$ cat src/rtl/sram_ctrl_pkg.sv
// Shared types and helpers for the SRAM access sequencer.
package sram_ctrl_pkg;

  typedef enum logic [2:0] {
    ST_IDLE     = 3'd0,
    ST_WR_SETUP = 3'd1,
    ST_WR_PULSE = 3'd2,
    ST_WR_RECOV = 3'd3,
    ST_RD_PULSE = 3'd4,
    ST_RSP      = 3'd5
  } state_t;

  localparam int MIN_WR_PULSE = 1;
  localparam int MIN_RD_PULSE = 2;
  localparam int unsigned MAX_ROWS = 64;

  // Wordline vector for a row address; all-zero when the row does not exist.
  function automatic logic [MAX_ROWS-1:0] onehot_row(input int unsigned addr, input int unsigned rows);
    logic [MAX_ROWS-1:0] v;
    v = '0;
    for (int unsigned i = 0; i < MAX_ROWS; i++) begin
      v[i] = (i < rows) && (i == addr);
    end
    return v;
  endfunction

endpackage

$ cat src/rtl/sram_pulse_timer.sv
// Loadable down-counter timing the wordline pulses; done marks the final pulse cycle.
module sram_pulse_timer #(
  parameter int CW = 3
) (
  input  logic          clk,
  input  logic          rst_n,
  input  logic          load,
  input  logic [CW-1:0] load_val,
  output logic          done
);

  localparam logic [CW-1:0] ONE = CW'(1'b1);

  logic [CW-1:0] count_r;

  always_ff @(posedge clk or negedge rst_n) begin
    if (!rst_n) begin
      count_r <= '0;
    end else if (load) begin
      count_r <= load_val;
    end else if (count_r > ONE) begin
      count_r <= count_r - ONE;
    end else begin
      count_r <= count_r;
    end
  end

  assign done = (count_r == ONE);

endmodule

$ cat src/rtl/sram_ctrl.sv
// SRAM access sequencer: turns valid/ready requests into timed wordline, driver and sense strobes.
// Optional write-back verification is enabled by defining SRAM_CTRL_WRITE_VERIFY_EN.
module sram_ctrl
  import sram_ctrl_pkg::*;
#(
  parameter int ROWS     = 2,
  parameter int COLS     = 8,
  parameter int WR_PULSE = 4,
  parameter int RD_PULSE = 4,
  parameter int AW       = (ROWS > 1) ? $clog2(ROWS) : 1
) (
  input  logic            clk,
  input  logic            rst_n,
  input  logic            req_valid,
  output logic            req_ready,
  input  logic            req_we,
  input  logic [AW-1:0]   req_addr,
  input  logic [COLS-1:0] req_wdata,
  output logic            rsp_valid,
  input  logic            rsp_ready,
  output logic [COLS-1:0] rsp_rdata,
  output logic            rsp_err,
  output logic [ROWS-1:0] row_wr_en,
  output logic [ROWS-1:0] row_rd_en,
  output logic [COLS-1:0] wdata_drv,
  output logic            wdata_oe,
  output logic            sa_en,
  input  logic [COLS-1:0] sa_dout
);

  localparam int WR_LEN  = (WR_PULSE < MIN_WR_PULSE) ? MIN_WR_PULSE : WR_PULSE;
  localparam int RD_LEN  = (RD_PULSE < MIN_RD_PULSE) ? MIN_RD_PULSE : RD_PULSE;
  localparam int MAX_LEN = (WR_LEN > RD_LEN) ? WR_LEN : RD_LEN;
  localparam int CW      = $clog2(MAX_LEN) + 1;
`ifdef SRAM_CTRL_WRITE_VERIFY_EN
  localparam logic VERIFY = 1'b1;
`else
  localparam logic VERIFY = 1'b0;
`endif

  state_t          state_r, next_state_s;
  logic            init_done_r;
  logic            we_r;
  logic [AW-1:0]   addr_r;
  logic [COLS-1:0] wdata_r;
  logic [COLS-1:0] rdata_r;
  logic            err_r;
  logic [ROWS-1:0] row_sel_s;
  logic            in_range_s;
  logic            accept_s;
  logic            timer_load_s;
  logic [CW-1:0]   timer_val_s;
  logic            timer_done_s;
  logic            capture_s;

  assign row_sel_s  = ROWS'(onehot_row(32'(addr_r), ROWS));
  assign in_range_s = |row_sel_s;
  assign accept_s   = req_valid && req_ready;
  assign capture_s  = (state_r == ST_RD_PULSE) && timer_done_s;

  // The shared timer is reloaded whenever a pulse state is freshly entered.
  assign timer_load_s = (next_state_s != state_r) &&
                        ((next_state_s == ST_WR_PULSE) || (next_state_s == ST_RD_PULSE));
  assign timer_val_s  = (next_state_s == ST_WR_PULSE) ? CW'(WR_LEN) : CW'(RD_LEN);

  sram_pulse_timer #(.CW(CW)) u_timer (
    .clk      (clk),
    .rst_n    (rst_n),
    .load     (timer_load_s),
    .load_val (timer_val_s),
    .done     (timer_done_s)
  );

  always_ff @(posedge clk or negedge rst_n) begin
    if (!rst_n) begin
      state_r     <= ST_IDLE;
      init_done_r <= 1'b0;
    end else begin
      state_r     <= next_state_s;
      init_done_r <= 1'b1;
    end
  end

  always_comb begin
    next_state_s = state_r;
    case (state_r)
      ST_IDLE: begin
        if (accept_s) begin
          next_state_s = req_we ? ST_WR_SETUP : ST_RD_PULSE;
        end else begin
          next_state_s = ST_IDLE;
        end
      end
      ST_WR_SETUP: next_state_s = ST_WR_PULSE;
      ST_WR_PULSE: next_state_s = timer_done_s ? ST_WR_RECOV : ST_WR_PULSE;
      ST_WR_RECOV: next_state_s = VERIFY ? ST_RD_PULSE : ST_IDLE;
      ST_RD_PULSE: next_state_s = timer_done_s ? ST_RSP : ST_RD_PULSE;
      ST_RSP:      next_state_s = rsp_ready ? ST_IDLE : ST_RSP;
      default:     next_state_s = ST_IDLE;
    endcase
  end

  // Request fields are latched at accept; sensed data is captured at the end of the last read cycle.
  always_ff @(posedge clk or negedge rst_n) begin
    if (!rst_n) begin
      we_r    <= 1'b0;
      addr_r  <= '0;
      wdata_r <= '0;
      rdata_r <= '0;
      err_r   <= 1'b0;
    end else begin
      if (accept_s) begin
        we_r    <= req_we;
        addr_r  <= req_addr;
        wdata_r <= req_wdata;
      end
      if (capture_s) begin
        rdata_r <= in_range_s ? sa_dout : '0;
        err_r   <= !in_range_s || (VERIFY && we_r && (sa_dout != wdata_r));
      end
    end
  end

  always_comb begin
    req_ready = 1'b0;
    rsp_valid = 1'b0;
    rsp_rdata = '0;
    rsp_err   = 1'b0;
    row_wr_en = '0;
    row_rd_en = '0;
    wdata_drv = '0;
    wdata_oe  = 1'b0;
    sa_en     = 1'b0;
    case (state_r)
      ST_IDLE: req_ready = init_done_r;
      ST_WR_SETUP, ST_WR_RECOV: begin
        wdata_oe  = 1'b1;
        wdata_drv = wdata_r;
      end
      ST_WR_PULSE: begin
        wdata_oe  = 1'b1;
        wdata_drv = wdata_r;
        row_wr_en = row_sel_s;
      end
      ST_RD_PULSE: begin
        row_rd_en = row_sel_s;
        sa_en     = timer_done_s;
      end
      ST_RSP: begin
        rsp_valid = 1'b1;
        rsp_rdata = rdata_r;
        rsp_err   = err_r;
      end
      default: req_ready = 1'b0;
    endcase
  end

endmodule

$ cat config.mk
export PLATFORM = sky130hd
export DESIGN_NAME = sram_ctrl
export DESIGN_NICKNAME = d
export VERILOG_FILES = /design/src/rtl/sram_ctrl_pkg.sv /design/src/rtl/sram_pulse_timer.sv /design/src/rtl/sram_ctrl.sv
export SDC_FILE = /design/constraint.sdc
export NUM_CORES = 1
export LEC_CHECK = 0
export CORE_UTILIZATION = 30
export CTS_CLUSTER_SIZE = 25
export DETAILED_ROUTE_END_ITERATION = 16
export MAX_ROUTING_LAYER = met4
export SLEW_MARGIN = 15
export SYNTH_ARGS = -nofsm -noshare
export SYNTH_HDL_FRONTEND = slang
export SYNTH_SLANG_ARGS = --single-unit
$ cat constraint.sdc
create_clock -name clk -period 1.9 [get_ports clk]
set_input_delay 0.19 -clock clk [delete_from_list [all_inputs] [get_ports clk]]
set_output_delay 0.19 -clock clk [all_outputs]
set_load 0.05 [all_outputs]
==> flow_metrics.py, run 1 <==
metrics = {
    "status": {
        "run_status": "completed",
    },
    "global_route": {
        "grt_max_degree": 25,
        "grt_antenna_before_repair": 0,
        "wire_length_of_the_first_global_routing_pass_um": 4430,
        "first_global_vias": 1008,
        "global_route.usage.total_pct": 14.0,
        "gr-total-overflow": 0,
    },
    "synthesis": {
        "ys_dominant_reg_cell": "sky130_fd_sc_hd__dfrtp_1",
        "post_synth_xor_area_fraction_pct": 1.39,
        "combinational_family_with_the_most_area_after_synthesis": "simple AND/OR/NAND/NOR gates",
        "mux_share_of_post_synthesis_cell_area_pct": 17.9,
        "ys_warn_count": 0,
        "synth.cell_area_mm2": 0.00126,
        "synth_seq_cells": 24,
        "synth_compound_area_share_pct": 4.78,
        "postSynth.asyncResetShare_pct": 100,
        "synth_cells": 107,
        "edff_count_synth": 0,
        "synth-simple-area-share_pct": 20.9,
        "post-synth-top-area-fraction_pct": 47.8,
        "synth.largest_area_cell": "sky130_fd_sc_hd__dfrtp_1",
        "synth-seq-area-share_pct": 47.8,
        "post_synth.cell_area_avg_um2": 11.8,
        "netlist_top_cells_area": "sky130_fd_sc_hd__dfrtp_1 (48%), sky130_fd_sc_hd__mux2_4 (11%), sky130_fd_sc_hd__and2_1 (8.0%)",
        "post_synth_fa_ha_maj_area_fraction_pct": 1.99,
        "mappedNetlistNets": 131,
        "synth_cell_type_count": 32,
    },
    "layout": {
        "diodes": 0,
        "finish.net_count": 181,
        "area_delta_synth_final_pct": 68.3,
        "design_area_mm2": 0.00212,
        "layout-drive-gt1-share_pct": 39.1,
    },
    "flow_run": {
        "cap_viol_max_count": 0,
    },
    "sta": {
        "max_freq_mhz": 561,
        "finalSetupViolCount": 0,
        "hold_viol": 0,
        "finalMaxSlewViolations": 0,
        "timing.setup.tns_ns": 0,
        "fin_skew_ns": 0.00610,
        "min_period_ns": 1.78,
        "final.hold.worst_slack_ns": 0.279,
        "layout_worst_path_cycle_share_pct": 93.8,
        "setup_slack_ns": 0.118,
    },
    "routing": {
        "drt-pass1-iter-count": 4,
        "drc_viols": 0,
        "post_detailed_route_count_of_antenna_violating_nets": 0,
        "final_wirelength_um": 2620,
        "via_count": 953,
        "drt_initial_violations": 14,
        "post_drt_wl_per_cell_um": 12.7,
        "vias_per_cell": 4.63,
    },
    "die": {
        "placement_rows": 23,
        "die_h_um": 66.7,
        "core-area_mm2": 0.00400,
        "dieArea_mm2": 0.00445,
        "dieWidth_um": 66.7,
        "initial_utilization_pct": 31.4,
        "ioPinCount": 47,
    },
    "clocking": {
        "numClockSinks": 24,
        "cts_buffer_depth": 2,
        "cts-root-buf": "sky130_fd_sc_hd__clkbuf_8",
        "tritoncts.num_buffers": 3,
        "htree_num_levels": 1,
        "path_clk_slew_ns": 0.09,
        "tritoncts": "yes",
        "clock_insertion_delay_worst_skew_ns": 0.27,
    },
    "pwr": {
        "report.power.total_mw": 3.35,
        "total_leakage_power_nw": 0.948,
        "irDropWorstVdd_uv": 830,
        "power.density_cell_area_mw_per_mm2": 1580,
    },
    "placement": {
        "buffer_ports.inserted": 45,
        "dp_area_mm2": 0.00200,
        "dpl.hpwl_um": 2020,
        "dp_worst_setup_slack_ns": 0.158,
        "globalplace.congestion": 0.634,
    },
    "setup_path": {
        "crit_slowest_cell": "sky130_fd_sc_hd__dfrtp_1",
        "worstPathCellList": "inv_1 > ha_2 > nor3b_4 > nand2_2 > inv_1 > buf_12",
        "timing.critical_path.arrival_ns": 1.59,
        "worst_ep_required_time_ns": 1.71,
        "path_common_cell": "sky130_fd_sc_hd__inv_1",
        "startpoint_type": "register",
        "crit_path_max_fanout": 5,
        "critPathKind": "register to output port",
        "crit_path_largest_cell_delay_ns": 0.39,
        "critical_path.endpoint_type": "output port",
    },
    "min_path": {
        "hold_class": "input port to asynchronous set/reset pin",
    },
}
-- cells by family (layout without fill, tap and decap cells) --
group / count (synthesis) / after routing
AOI/OAI and AO/OA: 9 / 9
other: 2 / 2
muxes: 17 / 17
DFF: 24 / 24
adders and majority gates: 2 / 2
and+or+nand+nor: 41 / 41
buffers and inverters: 10 / 59
xor gates and xnor gates: 2 / 2
-- synth_stat cells, types with 2 or more instances --
cell type	instances
sky130_fd_sc_hd__nand2b_1	2
sky130_fd_sc_hd__inv_1	5
sky130_fd_sc_hd__nor2_1	7
sky130_fd_sc_hd__nand2_1	5
sky130_fd_sc_hd__buf_6	2
sky130_fd_sc_hd__ha_1	2
sky130_fd_sc_hd__o21ai_0	2
sky130_fd_sc_hd__mux2_2	8
sky130_fd_sc_hd__mux2_4	9
sky130_fd_sc_hd__o211ai_1	2
sky130_fd_sc_hd__a21oi_1	2
sky130_fd_sc_hd__dfrtp_1	24
sky130_fd_sc_hd__buf_2	2
sky130_fd_sc_hd__conb_1	2
sky130_fd_sc_hd__and2_1	16
-- routing by layer --
metal  global-route usage (%)  vias up  wire length [um]
met4                     7.18        0                44
met1                     14.8      467              1060
met3                     2.57        4               112
met2                     24.6       30              1400
met5                        -        -                 0
li1                         -      452                 -
-- repair_timing --
| action | 4_1_cts | 5_1_grt |
|---|---|---|
| gates resized for setup | 2 | 4 |
| buffers inserted | 0 | 3 |
| hold buffers | 0 | 0 |
| pin swaps | 0 | 1 |
| setup endpoints to repair | 9 | 17 |
| cloned | 0 | 0 |
| endpoints found under the hold margin | 0 | 0 |
-- cell usage in the layout (no fill, tap or decap), drive strengths merged, types with 2 or more instances in the layout --
cell type,n
ha,2
o211ai,2
inv,5
dfrtp,24
nor2,7
conb,2
nor4b,2
o21ai,2
a21oi,2
nand2,7
clkbuf,3
mux2,17
nand2b,2
clkdlybuf4s50,21
buf,29
and3b,2
and2,16
-- final cells by class --
type | count | area, um2
Clock buffer | 3 | 41.3
Clock inverter | 1 | 30.0
Tap cell | 50 | 62.6
Fill cell | 340 | 1880
Multi-Input combinational cell | 73 | 632
Sequential cell | 24 | 603
Inverter | 5 | 18.8
Timing Repair Buffer | 50 | 728
-- where the power goes --
group | switching (mW) | total (mW) | internal (mW)
registers | 0.225 | 0.984 | 0.759
logic | 0.920 | 1.92 | 1.00
clock network | 0.163 | 0.445 | 0.282
-- through the flow --
step,cells,util [%]
2_1_floorplan,107,-
3_3_place_gp,199,50.0
3_5_place_dp,199,50.0
4_1_cts,203,52.0
5_1_grt,206,52.9
6_report,206,52.9
-- worst paths after layout --
| path | startpoint | endpoint | slack, ns | depth (start not counted) |
|---|---|---|---|---|
| max | u_timer.count_r[1] | sa_en | 0.12 | 6 |
| min | rst_n | rdata_r[5] | 0.28 | 2 |
| max reg2reg | u_timer.count_r[1] | rdata_r[1] | 0.28 | 6 |
| min reg2reg | rdata_r[0] | rdata_r[0] | 0.50 | 1 |
| max in group asynchronous | rst_n | state_r[2] | 1.36 | 2 |
| min in group clk | rdata_r[0] | rdata_r[0] | 0.50 | 1 |
-- flip-flops by register name, summed over array words and instances (netlist names) --
register,cells
state_r,3
init_done_r,1
u_timer.count_r,3
rdata_r,8
wdata_r,8
addr_r,1
-- critical path, delay by kind of cell, from the launching register on --
family | cells | cell delay (ns)
buffers and inverters | 3 | 0.38
and+or+nand+nor | 2 | 0.33
DFF | 1 | 0.39
adders and majority gates | 1 | 0.24
No activity file was read; power rests on OpenSTA's default activity.
==> run 2, diff against run 1 <==
- CELL_PAD_IN_SITES_DETAIL_PLACEMENT: default -> 1
- CELL_PAD_IN_SITES_GLOBAL_PLACEMENT: default -> 1
- CORE_MARGIN: default -> 5
- PLACE_DENSITY_LB_ADDON: default -> 0.1
==> run 2 against run 1 <==
Total power shrank 3.1%. Non-clock buffer count is 3 lower. Largest cell class unchanged. Via count is 0.84% lower. Cell area shrank 2.1%. Highest routed layer unchanged. Largest power group unchanged. Count of clock-buffer cells in the layout grew 1.
==> flow_metrics.py, run 2 (synthesis gave the netlist of run 1 again) <==
metrics = {
    "setup_path": {
        "startpoint_type": "register",
        "timing.critical_path.arrival_ns": 1.60,
        "critical_path.endpoint_type": "output port",
        "crit_path_max_fanout": 5,
        "critPathKind": "register to output port",
        "worst_ep_required_time_ns": 1.71,
    },
    "sta": {
        "fin_skew_ns": 0.00767,
        "hold_viol": 0,
        "setup_slack_ns": 0.111,
        "rsz_0062_raised_after_global_routing": "no",
        "finalSetupViolCount": 0,
        "min_period_ns": 1.79,
        "finalMaxSlewViolations": 0,
        "final.hold.worst_slack_ns": 0.279,
        "max_freq_mhz": 559,
        "layout_worst_path_cycle_share_pct": 94.2,
    },
    "clocking": {
        "cts-root-buf": "sky130_fd_sc_hd__clkbuf_8",
        "cts_hold_buffers": 0,
        "path_clk_slew_ns": 0.09,
        "numClockSinks": 24,
        "htree_num_levels": 1,
        "tritoncts.num_buffers": 3,
        "tritoncts": "yes",
        "cts_buffer_depth": 2,
        "clock_insertion_delay_worst_skew_ns": 0.27,
    },
    "layout": {
        "finish.net_count": 178,
        "diodes": 0,
        "design_area_mm2": 0.00207,
        "area.sequential_um2": 604,
        "commonest_cells_after_routing_fill_and_taps_aside": "sky130_fd_sc_hd__buf_12 (24), sky130_fd_sc_hd__dfrtp_1 (21), sky130_fd_sc_hd__clkdlybuf4s50_1 (21)",
        "layout.core_utilization_pct": 51.4,
        "fin_cells": 203,
        "layout-drive-gt1-share_pct": 38.6,
        "layout_filler_cell_count": 429,
        "area_delta_synth_final_pct": 64.8,
        "registers_with_the_most_flip_flops": "rdata_r x8, wdata_r x8",
        "multi_input_gate_area_um2": 626,
        "layout.cells.most_common": "sky130_fd_sc_hd__buf_12",
    },
    "pwr": {
        "p_clk_share_pct": 10.8,
        "power.density_cell_area_mw_per_mm2": 1570,
        "total_leakage_power_nw": 0.926,
        "comb_pwr_share_pct": 58.8,
        "internal_power_mw": 1.93,
        "p_seq_share_pct": 30.4,
        "power.switching_fraction_pct": 40.7,
        "net-switching-power_mw": 1.32,
        "irDropWorstVdd_uv": 835,
    },
    "placement": {
        "globalplace.congestion": 0.730,
        "dpl.hpwl_um": 2470,
        "dp_worst_setup_slack_ns": 0.116,
        "buffer_ports.inserted": 45,
        "dp.cells": 198,
        "dp_area_mm2": 0.00199,
    },
    "min_path": {
        "hold_class": "input port to asynchronous set/reset pin",
    },
    "routing": {
        "drt_initial_violations": 20,
        "via_count": 945,
        "post_detailed_route_count_of_antenna_violating_nets": 0,
        "final_wirelength_um": 3210,
        "drc_viols": 0,
        "drt-pass1-iter-count": 2,
        "vias_per_cell": 4.66,
        "post_drt_wl_per_cell_um": 15.8,
    },
    "global_route": {
        "wire_length_of_the_first_global_routing_pass_um": 5090,
        "global_route.usage.total_pct": 12.7,
        "grt_antenna_before_repair": 0,
        "first_global_vias": 1057,
        "grt_max_degree": 25,
        "gr-total-overflow": 0,
    },
    "status": {
        "run_status": "completed",
    },
    "die": {
        "placement_rows": 23,
        "initial_utilization_pct": 31.2,
        "ioPinCount": 47,
        "die_h_um": 74.7,
        "dieWidth_um": 74.7,
        "core-area_mm2": 0.00403,
        "dieArea_mm2": 0.00559,
    },
    "flow_run": {
        "cap_viol_max_count": 0,
    },
}
-- run 2: final cells by class --
type                       count  area share (%)
multi-input combinational     73            30.2
inverter                       5           0.906
clock buffer                   4            2.66
timing repair buffer          47            34.1
sequential                    24            29.2
tap                           50            3.02
-- run 2: path summary, 6_finish.rpt --
check / from / endpoint / slack (ns) / depth (start not counted)
max in group asynchronous: rst_n / state_r[0] / 1.36 / 2
min in group clk: rdata_r[7] / rdata_r[7] / 0.51 / 1
worst min register to register: rdata_r[7] / rdata_r[7] / 0.51 / 1
worst min-delay path: rst_n / init_done_r / 0.28 / 2
worst max-delay path: u_timer.count_r[1] / sa_en / 0.11 / 6
worst max register to register: u_timer.count_r[1] / rdata_r[5] / 0.24 / 6
-- run 2: metal layers --
metal | global-route usage [%] | vias to the layer above | routed length (um)
li1 | - | 445 | -
met1 | 14.9 | 472 | 1370
met2 | 20.6 | 23 | 1630
met3 | 4.14 | 5 | 173
met4 | 4.15 | 0 | 32
met5 | - | - | 0
-- run 2: repair_timing --
item / in CTS / in global routing
setup endpoints to repair: 9 / 9
pin swaps: 1 / 0
setup buffers: 1 / 0
gates resized for setup: 4 / 2
-- run 2: power groups by stage --
stage	combinational, mW	clock (mW)	sequential [mW]
2_1_floorplan	1.23	0	0.866
3_3_place_gp	1.86	0	0.964
3_5_place_dp	1.92	0	0.985
4_1_cts	1.94	0.365	0.987
5_1_grt	2.02	0.396	1.03
6_report	1.91	0.350	0.988
-- run 2: per-stage QoR --
| stage | power (mW) | setup TNS [ns] |
|---|---|---|
| final | 3.25 | 0 |
| after global routing | 3.44 | 0 |
| after CTS | 3.29 | 0 |
| after detailed placement | 2.90 | 0 |
| after global placement | 2.82 | 0 |
| after floorplan | 2.09 | -0.389 |
-- run 2: worst max-delay path, cell delays in order (launching register included) --
cell and delay [ns]:
sky130_fd_sc_hd__dfrtp_1 0.38, sky130_fd_sc_hd__inv_1 0.12, sky130_fd_sc_hd__ha_2 0.24, sky130_fd_sc_hd__nor3b_2 0.24, sky130_fd_sc_hd__nand2_2 0.10, sky130_fd_sc_hd__inv_1 0.11, sky130_fd_sc_hd__buf_12 0.14
